File: config.mk
export PLATFORM = sky130hd
export DESIGN_NAME = fetch_ctrl
export DESIGN_NICKNAME = d
export VERILOG_FILES = /design/src/rtl/fetch_ctrl.sv
export SDC_FILE = /design/constraint.sdc
export NUM_CORES = 1
export LEC_CHECK = 0
export ABC_AREA = 1
export BUFFER_PORTS_ARGS = -buffer_cell sky130_fd_sc_hd__buf_2
export CAP_MARGIN = 20
export CORE_ASPECT_RATIO = 1.5
export CORE_MARGIN = 5
export CORE_UTILIZATION = 40
export DETAILED_ROUTE_END_ITERATION = 8
export GPL_TIMING_DRIVEN = 1
export PLACE_DENSITY = 0.65
export SYNTH_ARGS = -nofsm -noshare
export SYNTH_HDL_FRONTEND = slang
export SYNTH_SLANG_ARGS = --single-unit
File: constraint.sdc
create_clock -name clk -period 3.3 [get_ports clk]
set_input_delay 0 -clock clk [delete_from_list [all_inputs] [get_ports clk]]
set_output_delay 0 -clock clk [all_outputs]
set_load 0.02 [all_outputs]
File: src/rtl/fetch_ctrl.sv
`default_nettype none
// ============================================================================
// Module   : fetch_ctrl
// Purpose  : Fetch sequencer. Keeps one instruction-memory request in flight,
//            parks a returned word while decode stalls, and redirects on branches
//            while discarding stale responses.
// Revision : 1.0 - initial release
// ============================================================================
module fetch_ctrl #(
   parameter logic [31:0] RESET_PC = 32'h0000_0000,
   parameter logic [31:0] PC_STEP  = 32'd4
) (
   input  logic        clk,
   input  logic        reset,
   output logic        imem_req,
   output logic [31:0] imem_addr,
   input  logic        imem_gnt,
   input  logic        imem_rvalid,
   input  logic [31:0] imem_rdata,
   input  logic        stall,
   input  logic        redirect,
   input  logic [31:0] redirect_pc,
   output logic        ir_en,
   output logic [31:0] ir_data,
   output logic        ir_valid,
   output logic [31:0] ir_pc
);

   localparam logic [1:0] c_st_idle = 2'd0;
   localparam logic [1:0] c_st_req  = 2'd1;
   localparam logic [1:0] c_st_wait = 2'd2;
   localparam logic [1:0] c_st_hold = 2'd3;

   logic [1:0]  state_q,    state_d;
   logic [31:0] fetch_pc_q, fetch_pc_d;
   logic [31:0] buffer_q,   buffer_d;
   logic [31:0] ir_pc_q,    ir_pc_d;
   logic        drop_q,     drop_d;
   logic        ir_valid_q, ir_valid_d;

   logic        w_ir_ready;
   logic        w_outstanding;
   logic        w_load_mem;
   logic        w_load_buf;
   logic        w_load;

   always_ff @(posedge clk) begin
      if (reset) begin
         state_q    <= c_st_idle;
         fetch_pc_q <= RESET_PC;
         buffer_q   <= '0;
         ir_pc_q    <= '0;
         drop_q     <= 1'b0;
         ir_valid_q <= 1'b0;
      end else begin
         state_q    <= state_d;
         fetch_pc_q <= fetch_pc_d;
         buffer_q   <= buffer_d;
         ir_pc_q    <= ir_pc_d;
         drop_q     <= drop_d;
         ir_valid_q <= ir_valid_d;
      end
   end

   always_comb begin
      state_d    = state_q;
      fetch_pc_d = fetch_pc_q;
      buffer_d   = buffer_q;
      ir_pc_d    = ir_pc_q;
      drop_d     = drop_q;
      ir_valid_d = ir_valid_q;
      if (redirect) begin
         // A granted-but-unreturned request must be absorbed in WAIT before refetching
         fetch_pc_d = redirect_pc;
         ir_valid_d = 1'b0;
         buffer_d   = '0;
         drop_d     = w_outstanding;
         state_d    = w_outstanding ? c_st_wait : c_st_req;
      end else begin
         case (state_q)
            c_st_idle: state_d = c_st_req;
            c_st_req: begin
               if (imem_gnt) state_d = c_st_wait;
            end
            c_st_wait: begin
               if (imem_rvalid) begin
                  if (drop_q) begin
                     drop_d  = 1'b0;
                     state_d = c_st_req;
                  end else if (w_ir_ready) begin
                     state_d = c_st_req;
                  end else begin
                     buffer_d = imem_rdata;
                     state_d  = c_st_hold;
                  end
               end
            end
            c_st_hold: begin
               if (w_ir_ready) state_d = c_st_req;
            end
            default: state_d = c_st_idle;
         endcase
         if (w_load) begin
            ir_valid_d = 1'b1;
            ir_pc_d    = fetch_pc_q;
            fetch_pc_d = fetch_pc_q + PC_STEP;
         end else if (ir_valid_q && !stall) begin
            ir_valid_d = 1'b0;
         end
      end
   end

   always_comb begin
      w_ir_ready    = !ir_valid_q || !stall;
      w_outstanding = ((state_q == c_st_req) && imem_gnt) ||
                      ((state_q == c_st_wait) && !imem_rvalid);
      w_load_mem    = (state_q == c_st_wait) && imem_rvalid && !drop_q && w_ir_ready &&
                      !redirect && !reset;
      w_load_buf    = (state_q == c_st_hold) && w_ir_ready && !redirect && !reset;
      w_load        = w_load_mem || w_load_buf;
      imem_req      = (state_q == c_st_req) && !reset;
      imem_addr     = reset ? RESET_PC : fetch_pc_q;
      ir_en         = w_load;
      ir_data       = w_load_buf ? buffer_q : (w_load_mem ? imem_rdata : 32'h0);
   end

   assign ir_valid = ir_valid_q;
   assign ir_pc    = ir_pc_q;

endmodule
`default_nettype wire

Yosys cells after proc, flatten, opt, wreduce, memory -nomap -nowiden
Index checks and enable logic that the tools add are counted.
{ "word_totals": {"input_bits": 70, "romBits": 0, "mem_bits_rw": 0, "mem_count": 0, "out_inout_bits": 99, "elab_cells": 65, "register_bits": 100, "latchBits": 0} }
{ "op_classes": {"div": 0, "shift": 0, "magnitude_cmp": 0, "reduce_logical": 31, "n_eq_ne": 6, "mul": 0, "n_addsub": 1, "bitwise_logic": 3, "n_mux": 18} }
{ "ops": {"columns": ["op", "n"], "rows": [
  ["32-bit 2-to-1 mux", 5],
  ["32-bit by 3-bit adder with 32-bit output (second input constant)", 1],
  ["2-bit 2-to-1 mux", 7],
  ["1-bit logical AND", 12],
  ["3-bit inequality test (second input constant)", 3],
  ["2-bit case mux with 4 select lines", 1],
  ["2-bit nonzero test", 4],
  ["1-bit logical NOT", 6],
  ["1-bit 2-to-1 mux", 5],
  ["2-bit == test (second input constant)", 2],
  ["2-bit AND reduction", 2],
  ["4-bit AND reduction", 1],
  ["1-bit logical OR", 3],
  ["1-bit inverter", 3],
  ["3-bit AND reduction", 1],
  ["2-bit by 1-bit == test with 1-bit output (second input constant)", 1],
  ["2-bit logical NOT", 1],
  ["2-bit OR reduction", 1]
]} }

Depth between registers and ports, before layout
Gate-level depths: netlist of the first run.
{ "depth": {"word_depth": 9, "depth_mapped": 12, "mapped_depth_nobuf": 11} }

Least setup slack after synthesis of the first run
Ideal clock, no wire load.
{ "synth_path": {"path_kind": "register to output", "start": "register state_q[0]", "end": "output ir_data[26]", "required_time_ps": 3300, "n_path_buf": 1, "setup_slack_ps": 1616, "t_arrival_ps": 1684, "stages_incl_launch_ff": 8, "cell_sequence": "dfxtp_1 -> inv_1 -> ha_1 -> nand2_1 -> nor2_1 -> nand3_1 -> clkbuf_1 -> o21ai_0"} }
{ "synth_between": {"elab_chain_len": 8, "elab_cells_between_ends": 12, "cone_classes": "eq/ne (2); mux (2); reduce/logical (8)"} }
{ "synth_rtl": {"columns": ["element", "line", "rtl"], "rows": [
  ["from (decl)", "34", "logic [1:0] state_q, state_d;"],
  ["from (signal assigned)", "49", "state_q <= c_st_idle;"],
  ["from (signal assigned)", "56", "state_q <= state_d;"],
  ["2-bit == test", "117", "w_load_mem = (state_q == c_st_wait) && imem_rvalid && !drop_q && w_ir_ready &&"],
  ["1-bit logical AND (4 in series)", "117", null],
  ["1-bit logical AND", "118", "!redirect && !reset;"],
  ["32-bit 2-to-1 mux", "124", "ir_data = w_load_buf ? buffer_q : (w_load_mem ? imem_rdata : 32'h0);"],
  ["32-bit 2-to-1 mux *", "124", null],
  ["to (decl)", "24", "output logic [31:0] ir_data,"]
]} }
Every way passes the cells marked *; elsewhere a longest branch is shown, timed or not.

Worst setup path after layout of the first run
{ "layout_path": {"start": "register state_q[0]", "end": "register fetch_pc_q[18]"} }
{ "layout_between": {"elab_chain_len": 8, "elab_cells_between_ends": 12, "cone_classes": "eq/ne (2); reduce/logical (10)"} }
{ "layout_rtl": {"columns": ["element", "line", "rtl"], "rows": [
  ["2-bit == test", "117", null],
  ["1-bit logical AND (4 in series)", "117", null],
  ["1-bit logical AND", "118", null],
  ["1-bit logical OR *", "120", "w_load = w_load_mem || w_load_buf;"],
  ["2-bit nonzero test (no line) *", null, null],
  ["to (signal assigned)", "57", "fetch_pc_q <= fetch_pc_d;"],
  ["to (decl)", "35", "logic [31:0] fetch_pc_q, fetch_pc_d;"]
]} }
Marked as above.
A chain may end at the register's enable or synchronous reset.

==> flow_metrics.env, run 1 <==
export IMPL_status="finished, final reports clean"
export IMPL_gp_congestion=0.878
export IMPL_ys_seq_elements=100
export IMPL_wl_per_cell_um=14.1
export IMPL_cp_required_ns=3.57
export IMPL_grt_max_degree=78
export IMPL_drc_errors=0
export IMPL_antenna_left=0
export IMPL_grt_usage=0.213
export IMPL_vias=5711
export IMPL_fin_worst_skew_ns=0.00809
export IMPL_die_height_um=151
export IMPL_power_frac_comb=0.127
export IMPL_ys_flop_type="dfxtp_1"
export IMPL_crit_family="simple AND/OR/NAND/NOR gates"
export IMPL_r2r_start="state_q[0]$_SDFFE_PP0P_"
export IMPL_synth_edf_count=0
export IMPL_synth_nets=882
export IMPL_routed_wl_um=16500
export IMPL_antenna_found_initial=0
export IMPL_drive_gt1_frac=0.208
export IMPL_hold_depth=4
export IMPL_area_growth_pct=33.1
export IMPL_multi_input_area_um2=2660
export IMPL_async_flop_share=0
export IMPL_hold_viol=0
export IMPL_die_area_um2=15700
export IMPL_leakage_nw=3.37
export IMPL_setup_violations=0
export IMPL_first_iter_violations=229
export IMPL_path_class="reg -> reg"
export IMPL_start_kind="flop"
export IMPL_cts_root_buffer="clkbuf_16"
export IMPL_power_switching_uw=709
export IMPL_viasPerCell=4.88
export IMPL_yosys_warnings=0
export IMPL_clockBufferDepth=2
export IMPL_maxCapViolations=0
export IMPL_fin_crit_ns=2.73
export IMPL_clkPwrFrac=0.413
export IMPL_synth_cell_types=33
export IMPL_netlist_instances=807
export IMPL_cts_tree="built"
export IMPL_post_cts_setup_buffer_count=0
export IMPL_ff_latch_area_um2=2000
export IMPL_clock_fmax_mhz=366
export IMPL_r2r_slack_ns=0.57
export IMPL_fillerInstances=1341
export IMPL_tns_ns=0
export IMPL_cp_slowest_cell="nand2_1"
export IMPL_post_place_ws_ns=0.470
export IMPL_antenna_cells=0
export IMPL_rows=51
export IMPL_dp_hpwl_um=11400
export IMPL_grt_overflow=0
export IMPL_swShare=0.257
export IMPL_worstRegToRegCells=9
export IMPL_grt_pass1_wl_um=27800
export IMPL_max_stage_delay_ns=0.62
export IMPL_worst_slack_ns=0.566
export IMPL_rsz0062_at_grt="false"
export IMPL_die_w_um=104
export IMPL_hp_start="imem_rvalid"
export IMPL_io_pins=169
export IMPL_clk_latency_ns=0.34
export IMPL_path_buf_inv=2
export IMPL_power_density_nw_per_um2=392
export IMPL_crit_path_max_fanout=20
export IMPL_synthesis_area_um2=5300
export IMPL_clk_pin_slew_ns=0.07
export IMPL_seq_power_share=0.460
export IMPL_start_util=0.407
export IMPL_cp_arrival_ns=3.00
export IMPL_hp_class="in -> reg"
export IMPL_numCtsBuffers=9
export IMPL_htreeDepth=3
export IMPL_ctsResizeCount=0
export IMPL_period_share=0.828
export IMPL_grt_pass1_vias=5526
export IMPL_worstMarginPinSlew_ns=0.810
export IMPL_ir_drop_v=0.000269
export IMPL_hold_end="drop_q$_SDFFE_PP0P_"
export IMPL_dr_pass1_iters=5
export IMPL_cts_sinks=100
export IMPL_p_int_mw=2.05
export IMPL_crit_chain="inv_1 -> ha_1 -> nand2_1 -> nor2_1 -> o21ai_2 -> nand2_1 -> inv_2 -> nand2_1 -> a31oi_1"
export IMPL_reg2reg_to="fetch_pc_q[18]$_SDFFE_PP0P_"
export IMPL_setup_worst_path_end_class="flop"
export IMPL_portBuffers=168
export IMPL_ys_seq_area_frac=0.378
export IMPL_slew_headroom=0.460
export IMPL_syn_avg_cell_area_um2=6.56
export IMPL_path_common_cell="nand2_1"
export IMPL_maxSlewViolCount=0
export IMPL_nets=1081
export IMPL_coreArea_um2=13000
## sequential cells by signal, indices dropped and copies added, names as in the netlist
name,flops
ir_pc,32
state_q,2
fetch_pc_q,32
buffer_q,32
ir_valid,1
drop_q,1
## worst reg2reg max path: stages (launching register included)
cell	delay [ns]
dfxtp_1	0.40
inv_1	0.07
ha_1	0.22
nand2_1	0.10
nor2_1	0.08
o21ai_2	0.55
nand2_1	0.63
inv_2	0.39
nand2_1	0.08
a31oi_1	0.15
## power groups by stage
| stage | registers, mW | logic [mW] | clock network [mW] |
|---|---|---|---|
| after floorplan | 1.30 | 0.190 | 0 |
| after global placement | 1.30 | 0.298 | 0 |
| after detailed placement | 1.30 | 0.299 | 0 |
| after CTS | 1.27 | 0.352 | 1.18 |
| after global routing | 1.28 | 0.395 | 1.22 |
| final | 1.27 | 0.351 | 1.14 |
## synth_stat cells, types with 3 or more instances
cell / count / area [um2]
a211oi_2: 7 / 87.6
a21oi_1: 69 / 345
a31oi_1: 5 / 31.3
buf_1: 3 / 11.3
buf_2: 7 / 35.0
buf_4: 4 / 30.0
buf_6: 4 / 45.0
clkbuf_1: 26 / 97.6
dfxtp_1: 100 / 2000
ha_1: 5 / 62.6
inv_1: 104 / 390
nand2_1: 147 / 552
nand2_2: 3 / 18.8
nand3_1: 63 / 315
nor2_1: 115 / 432
nor3_1: 4 / 20.0
o21ai_0: 103 / 515
o22ai_1: 9 / 56.3
xor2_1: 10 / 87.6
## placed cells by master (no fill, tap or decap), drive strengths merged
master and instances:
clkinv 4, clkbuf 10, dlygate4sd3 57, bufinv 2
o211ai 2, o221ai 1, and2 1, inv 107
ha 5, a22oi 1, a211oi 7, a21boi 1
nand3 63, nor2 116, xor2 10, a31oi 5
nand4 1, a21oi 71, nand2 152, dfxtp 100
o31ai 1, o21ai 105, buf 176, nor3 4
o22ai 9
## cells by family (layout without fill, tap and decap cells)
logic type | after synthesis | in the layout | share of synthesized area
adders and majority gates | 5 | 5 | 0.0118
DFF | 100 | 100 | 0.378
and+or+nand+nor | 337 | 337 | 0.263
AOI/OAI and AO/OA | 203 | 203 | 0.211
buffers and inverters | 152 | 356 | 0.120
xor gates and xnor gates | 10 | 10 | 0.0165
## layout make-up
class	instances	share of cell area
Sequential cell	100	0.284
Timing Repair Buffer	233	0.209
Clock inverter	6	0.0124
Clock buffer	10	0.0325
Tap cell	159	0.0282
Multi-Input combinational cell	555	0.377
Inverter	107	0.0570
## per-stage QoR
| stage | hold WS (ns) | power [mW] | instances | utilization | cell area [um2] |
|---|---|---|---|---|---|
| after detailed placement | 0.257 | 1.60 | 1097 | 0.473 | 6160 |
| after global placement | 0.252 | 1.60 | 1097 | 0.473 | 6160 |
| after CTS | 0.00714 | 2.80 | 1170 | 0.542 | 7050 |
| final | 0.0179 | 2.76 | 1170 | 0.542 | 7050 |
| after global routing | 0.0539 | 2.89 | 1170 | 0.542 | 7050 |
| after floorplan | 0.143 | 1.49 | 807 | - | 5300 |
## repair_timing
item	in CTS	in global routing
endpoints found under the setup margin	0	0
endpoints found under the hold margin	57	0
hold buffers	57	0
## per-layer routing
metal	GRT usage	vias to the layer above	wire, um
met1	0.258	2547	6880
met3	0.0469	18	914
met4	0.0817	0	249
li1	-	2993	-
met5	0	-	0
met2	0.370	153	8450
## worst max path at each step
stage	slack, ns	start	cells past startpoint	to
2_1_floorplan	1.62	state_q[0]$_SDFFE_PP0P_	7	ir_data[26]
3_3_place_gp	0.55	state_q[0]$_SDFFE_PP0P_	9	fetch_pc_q[18]$_SDFFE_PP0P_
3_5_place_dp	0.47	state_q[0]$_SDFFE_PP0P_	9	fetch_pc_q[18]$_SDFFE_PP0P_
4_1_cts	0.47	state_q[0]$_SDFFE_PP0P_	9	fetch_pc_q[18]$_SDFFE_PP0P_
5_1_grt	0.28	state_q[0]$_SDFFE_PP0P_	9	fetch_pc_q[18]$_SDFFE_PP0P_
6_report	0.57	state_q[0]$_SDFFE_PP0P_	9	fetch_pc_q[18]$_SDFFE_PP0P_
Power figures use the tool's default switching activity.
==> inputs of run 2 (changes only) <==
==> constraint.sdc (replaced) <==
create_clock -name clk -period 2.8 [get_ports clk]
set_input_delay 0 -clock clk [delete_from_list [all_inputs] [get_ports clk]]
set_output_delay 0 -clock clk [all_outputs]
set_load 0.02 [all_outputs]
==> run 2 against run 1 <==
Combinational power rose by 19%. Register-to-register slack gained 0.21 ns. Global-route usage barely moved. Cell count grew 0.51%. Sequential power is 18% higher. Sequential share of layout area fell by 0.15 points. Power is 17% higher. Via count is 0.42% higher. Final area grew 0.53%. Die area did not move. Utilization is 0.29 points higher. Clock-buffer cell count shrank 1. Largest cell class unchanged.
==> flow_metrics.env, run 2 (same netlist as run 1, synthesis figures left out) <==
export IMPL_tns_ns=0
export IMPL_rsz0062_at_grt="false"
export IMPL_placed_cell_area_um2=6210
export IMPL_maxSlewViolCount=0
export IMPL_vias=5735
export IMPL_grt_pass1_vias=5638
export IMPL_drc_errors=0
export IMPL_worstMarginPinSlew_ns=0.701
export IMPL_io_pins=169
export IMPL_grt_max_degree=60
export IMPL_first_iter_violations=241
export IMPL_wirelength_met1_um=6910
export IMPL_dp_cells=1103
export IMPL_final_common_cell="buf_2"
export IMPL_start_util=0.407
export IMPL_stdcell_area_um2=7090
export IMPL_ir_drop_v=0.000267
export IMPL_power_density_nw_per_um2=454
export IMPL_p_int_mw=2.34
export IMPL_antenna_cells=0
export IMPL_die_w_um=104
export IMPL_hp_class="in -> reg"
export IMPL_cp_arrival_ns=2.22
export IMPL_drive_gt1_frac=0.213
export IMPL_post_place_ws_ns=0.796
export IMPL_worst_slack_ns=0.584
export IMPL_clkPwrFrac=0.406
export IMPL_clockBufferDepth=2
export IMPL_die_height_um=151
export IMPL_grt_overflow=0
export IMPL_cp_required_ns=2.80
export IMPL_gp_congestion=0.864
export IMPL_ctsResizeCount=0
export IMPL_grt_usage=0.214
export IMPL_wl_met2_um=8260
export IMPL_nets=1087
export IMPL_period_share=0.792
export IMPL_start_kind="flop"
export IMPL_antenna_left=0
export IMPL_clock_fmax_mhz=451
export IMPL_slew_headroom=0.533
export IMPL_crit_path_max_fanout=31
export IMPL_htreeDepth=3
export IMPL_layout_common_cells="buf_2 (168), nand2_1 (147), nor2_1 (115)"
export IMPL_swShare=0.272
export IMPL_setup_worst_path_end_class="primary output"
export IMPL_post_cts_setup_buffer_count=0
export IMPL_fillerInstances=1333
export IMPL_wl_per_cell_um=14.1
export IMPL_dr_pass1_iters=4
export IMPL_max_stage_delay_ns=0.41
export IMPL_setup_violations=0
export IMPL_stdcell_count=1176
export IMPL_clk_latency_ns=0.35
export IMPL_power_frac_comb=0.130
export IMPL_coreArea_um2=13000
export IMPL_hold_viol=0
export IMPL_timing_hold_ws_ns=0.0146
export IMPL_grt_pass1_wl_um=27800
export IMPL_clk_pin_slew_ns=0.07
export IMPL_status="finished, final reports clean"
export IMPL_power_switching_uw=875
export IMPL_dp_hpwl_um=11700
export IMPL_crit_chain="ha_1 -> buf_4 -> inv_1 -> nand3_1 -> buf_4 -> o21ai_0 -> buf_2"
export IMPL_antenna_found_initial=0
export IMPL_viasPerCell=4.88
export IMPL_die_area_um2=15700
export IMPL_cts_hold_buffers=57
export IMPL_cts_sinks=100
export IMPL_fin_crit_ns=2.22
export IMPL_routed_wl_um=16500
export IMPL_path_common_cell="buf_4"
export IMPL_cp_slowest_cell="dfxtp_1"
export IMPL_maxCapViolations=0
export IMPL_leakage_nw=3.40
export IMPL_wl_met3_um=1030
export IMPL_seq_power_share=0.465
export IMPL_cts_root_buffer="clkbuf_16"
export IMPL_numCtsBuffers=9
export IMPL_top_layer="met4"
export IMPL_fin_worst_skew_ns=0.00475
export IMPL_rows=51
export IMPL_area_growth_pct=33.8
export IMPL_portBuffers=168
export IMPL_path_class="reg -> out"
export IMPL_cts_tree="built"
==> run 2: power by group through the flow <==
stage	Sequential [mW]	Combinational, mW	Clock (mW)
final	1.50	0.417	1.31
after global routing	1.50	0.469	1.41
after CTS	1.50	0.418	1.35
after detailed placement	1.53	0.355	0
after global placement	1.53	0.353	0
after floorplan	1.53	0.224	0
==> run 2: final cells by class <==
class | instances | area (um2) | share of cell area
flip-flops and latches | 100 | 2000 | 0.282
inverters | 107 | 402 | 0.0567
clock buffers | 9 | 225 | 0.0318
repair buffers | 239 | 1520 | 0.214
multi-input cells | 555 | 2660 | 0.375
clock inverters | 7 | 83.8 | 0.0118
well taps | 159 | 199 | 0.0281
==> run 2: worst paths after layout <==
kind	start	to	slack (ns)	cells past startpoint
worst max-delay path	state_q[0]$_SDFFE_PP0P_	ir_data[9]	0.58	7
worst min register to register	buffer_q[20]$_SDFFE_PP0P_	buffer_q[20]$_SDFFE_PP0P_	0.45	2
worst max register to register	state_q[0]$_SDFFE_PP0P_	fetch_pc_q[14]$_SDFFE_PP0P_	0.78	10
worst min-delay path	redirect_pc[26]	fetch_pc_q[26]$_SDFFE_PP0P_	0.01	5
==> run 2: layer usage <==
layer,GRT usage,vias to the layer above
met3,0.0520,21
met2,0.381,177
met5,0,-
met1,0.249,2534
li1,-,3003
met4,0.0765,0
==> run 2: critical path, delay by kind of cell, from the launching register on <==
kind / cells / cell delay [ns]
compound gates: 1 / 0.14
fa+ha+maj: 1 / 0.30
buf+inv: 4 / 0.92
flops: 1 / 0.41
simple gates: 1 / 0.09
==> run 2: per-stage QoR <==
step	power, mW	utilization
3_5_place_dp	1.88	0.477
6_report	3.22	0.545
3_3_place_gp	1.88	0.477
4_1_cts	3.26	0.545
5_1_grt	3.38	0.545
2_1_floorplan	1.75	-
==> inputs of run 3 (changes only) <==
==> constraint.sdc (replaced) <==
create_clock -name clk -period 2.08 [get_ports clk]
set_input_delay 0 -clock clk [delete_from_list [all_inputs] [get_ports clk]]
set_output_delay 0 -clock clk [all_outputs]
set_load 0.02 [all_outputs]
==> run 3 against run 2 <==
Sequential share of layout area shrank 0.27 points. Wire length grew 2.1%. Clock-buffer cell count is the same. Clock power grew 25%. Register-to-register slack lost 0.55 ns. Worst setup slack lost 0.46 ns. Critical path type unchanged.
==> flow_metrics.env, run 3 (same netlist as run 1, synthesis figures left out) <==
export IMPL_status="finished, final reports clean"
export IMPL_coreArea_um2=13000
export IMPL_antenna_cells=0
export IMPL_portBuffers=168
export IMPL_cp_required_ns=2.08
export IMPL_start_util=0.407
export IMPL_dr_pass1_iters=5
export IMPL_start_kind="flop"
export IMPL_die_height_um=151
export IMPL_dp_hpwl_um=12000
export IMPL_grt_overflow=0
export IMPL_numCtsBuffers=9
export IMPL_gp_congestion=0.929
export IMPL_grt_pass1_wl_um=28100
export IMPL_setup_worst_path_end_class="primary output"
export IMPL_maxCapViolations=0
export IMPL_period_share=0.941
export IMPL_rsz0062_at_grt="false"
export IMPL_path_class="reg -> out"
export IMPL_vias=5889
export IMPL_global_route_peak_usage_layer="met2"
export IMPL_grt_max_degree=51
export IMPL_die_area_um2=15700
export IMPL_clk_latency_ns=0.35
export IMPL_cp_arrival_ns=1.96
export IMPL_met2_usage=0.389
export IMPL_htreeDepth=3
export IMPL_fillerInstances=1320
export IMPL_wl_per_cell_um=14.3
export IMPL_clockBufferDepth=2
export IMPL_crit_path_max_fanout=31
export IMPL_setup_violations=0
export IMPL_final_core_util=0.550
export IMPL_fin_crit_ns=1.96
export IMPL_cts_sinks=100
export IMPL_reg2reg_to="fetch_pc_q[12]$_SDFFE_PP0P_"
export IMPL_hp_start="redirect_pc[12]"
export IMPL_r2r_slack_ns=0.23
export IMPL_power_density_nw_per_um2=590
export IMPL_viasPerCell=4.98
export IMPL_maxSlewViolCount=0
export IMPL_rows=51
export IMPL_worst_slack_ns=0.122
export IMPL_timing_hold_ws_ns=0.0109
export IMPL_cts_tree="built"
export IMPL_worstMarginPinSlew_ns=0.452
export IMPL_use_met1=0.250
export IMPL_drive_gt1_frac=0.221
export IMPL_grt_pass1_vias=5828
export IMPL_routed_wl_um=16900
export IMPL_grt_usage=0.215
export IMPL_die_w_um=104
export IMPL_post_cts_setup_buffer_count=0
export IMPL_grtUsageMet3=0.0461
export IMPL_area_growth_pct=35.1
export IMPL_r2r_start="state_q[0]$_SDFFE_PP0P_"
export IMPL_final_common_cell="buf_2"
export IMPL_drc_errors=0
export IMPL_antenna_found_initial=0
export IMPL_post_place_ws_ns=0.266
export IMPL_clk_pin_slew_ns=0.07
export IMPL_hp_class="in -> reg"
export IMPL_fin_worst_skew_ns=0.00570
export IMPL_slew_headroom=0.699
export IMPL_io_pins=169
export IMPL_leakage_nw=3.43
export IMPL_first_iter_violations=272
export IMPL_tns_ns=0
export IMPL_ir_drop_v=0.000375
export IMPL_clock_fmax_mhz=511
export IMPL_hold_depth=5
export IMPL_nets=1094
export IMPL_layout_common_cells="buf_2 (168), nand2_1 (147), nor2_1 (114)"
export IMPL_worstRegToRegCells=11
export IMPL_cts_root_buffer="clkbuf_16"
export IMPL_hold_end="fetch_pc_q[12]$_SDFFE_PP0P_"
export IMPL_antenna_left=0
export IMPL_hold_viol=0
run 3: cell types whose count changed in the layout (fill, tap and decap cells not counted), sizes merged:
cell / change
buf: +8
bufinv: -1
dlygate4sd3: -1
inv: +1
run 3: area by class of cell:
type	instances	area [um2]	area share
multi-input cells	555	2670	0.373
well taps	159	199	0.0278
flip-flops and latches	100	2000	0.280
clock buffers	9	225	0.0315
inverters	107	402	0.0561
repair buffers	246	1600	0.224
clock inverters	7	56.3	0.00787
run 3: worst max-delay path, cell delays in order, from the launching register on:
cell and delay, ns:
dfxtp_1 0.36, inv_1 0.08, ha_1 0.18, nand2_1 0.12, nor2_4 0.14, nand3_1 0.14
buf_12 0.20, o21ai_0 0.19, buf_2 0.20
run 3: metal layers:
metal | up-vias | share of wire
met5 | - | 0
met4 | 0 | 0.024
met3 | 23 | 0.058
met2 | 194 | 0.51
met1 | 2653 | 0.41
li1 | 3019 | -
run 3: worst max-delay path by stage:
stage	startpoint	to	cells after the start
after floorplan	state_q[0]$_SDFFE_PP0P_	ir_data[26]	7
after global placement	state_q[0]$_SDFFE_PP0P_	fetch_pc_q[18]$_SDFFE_PP0P_	10
after detailed placement	state_q[0]$_SDFFE_PP0P_	fetch_pc_q[18]$_SDFFE_PP0P_	10
after CTS	state_q[0]$_SDFFE_PP0P_	ir_data[10]	8
after global routing	state_q[1]$_SDFFE_PP0P_	ir_data[18]	7
final	state_q[0]$_SDFFE_PP0P_	ir_data[10]	8
run 3: stage by stage:
step	instance area (um2)	instances	total power, mW
after floorplan	5300	807	2.36
after global placement	6310	1111	2.54
after detailed placement	6310	1111	2.55
after CTS	7150	1183	4.28
after global routing	7160	1183	4.44
final	7160	1183	4.22
run 3: timing repair:
action | 4_1_cts | 5_1_grt
setup endpoints to repair | 1 | 16
gates resized for setup | 1 | 2
endpoints found under the hold margin | 56 | 0
hold buffers | 56 | 0
run 3: where the power goes:
part / switching, mW / internal (mW)
Sequential: 0.0516 / 1.96
Combinational: 0.327 / 0.243
Clock: 0.807 / 0.830
Total: 1.19 / 3.04
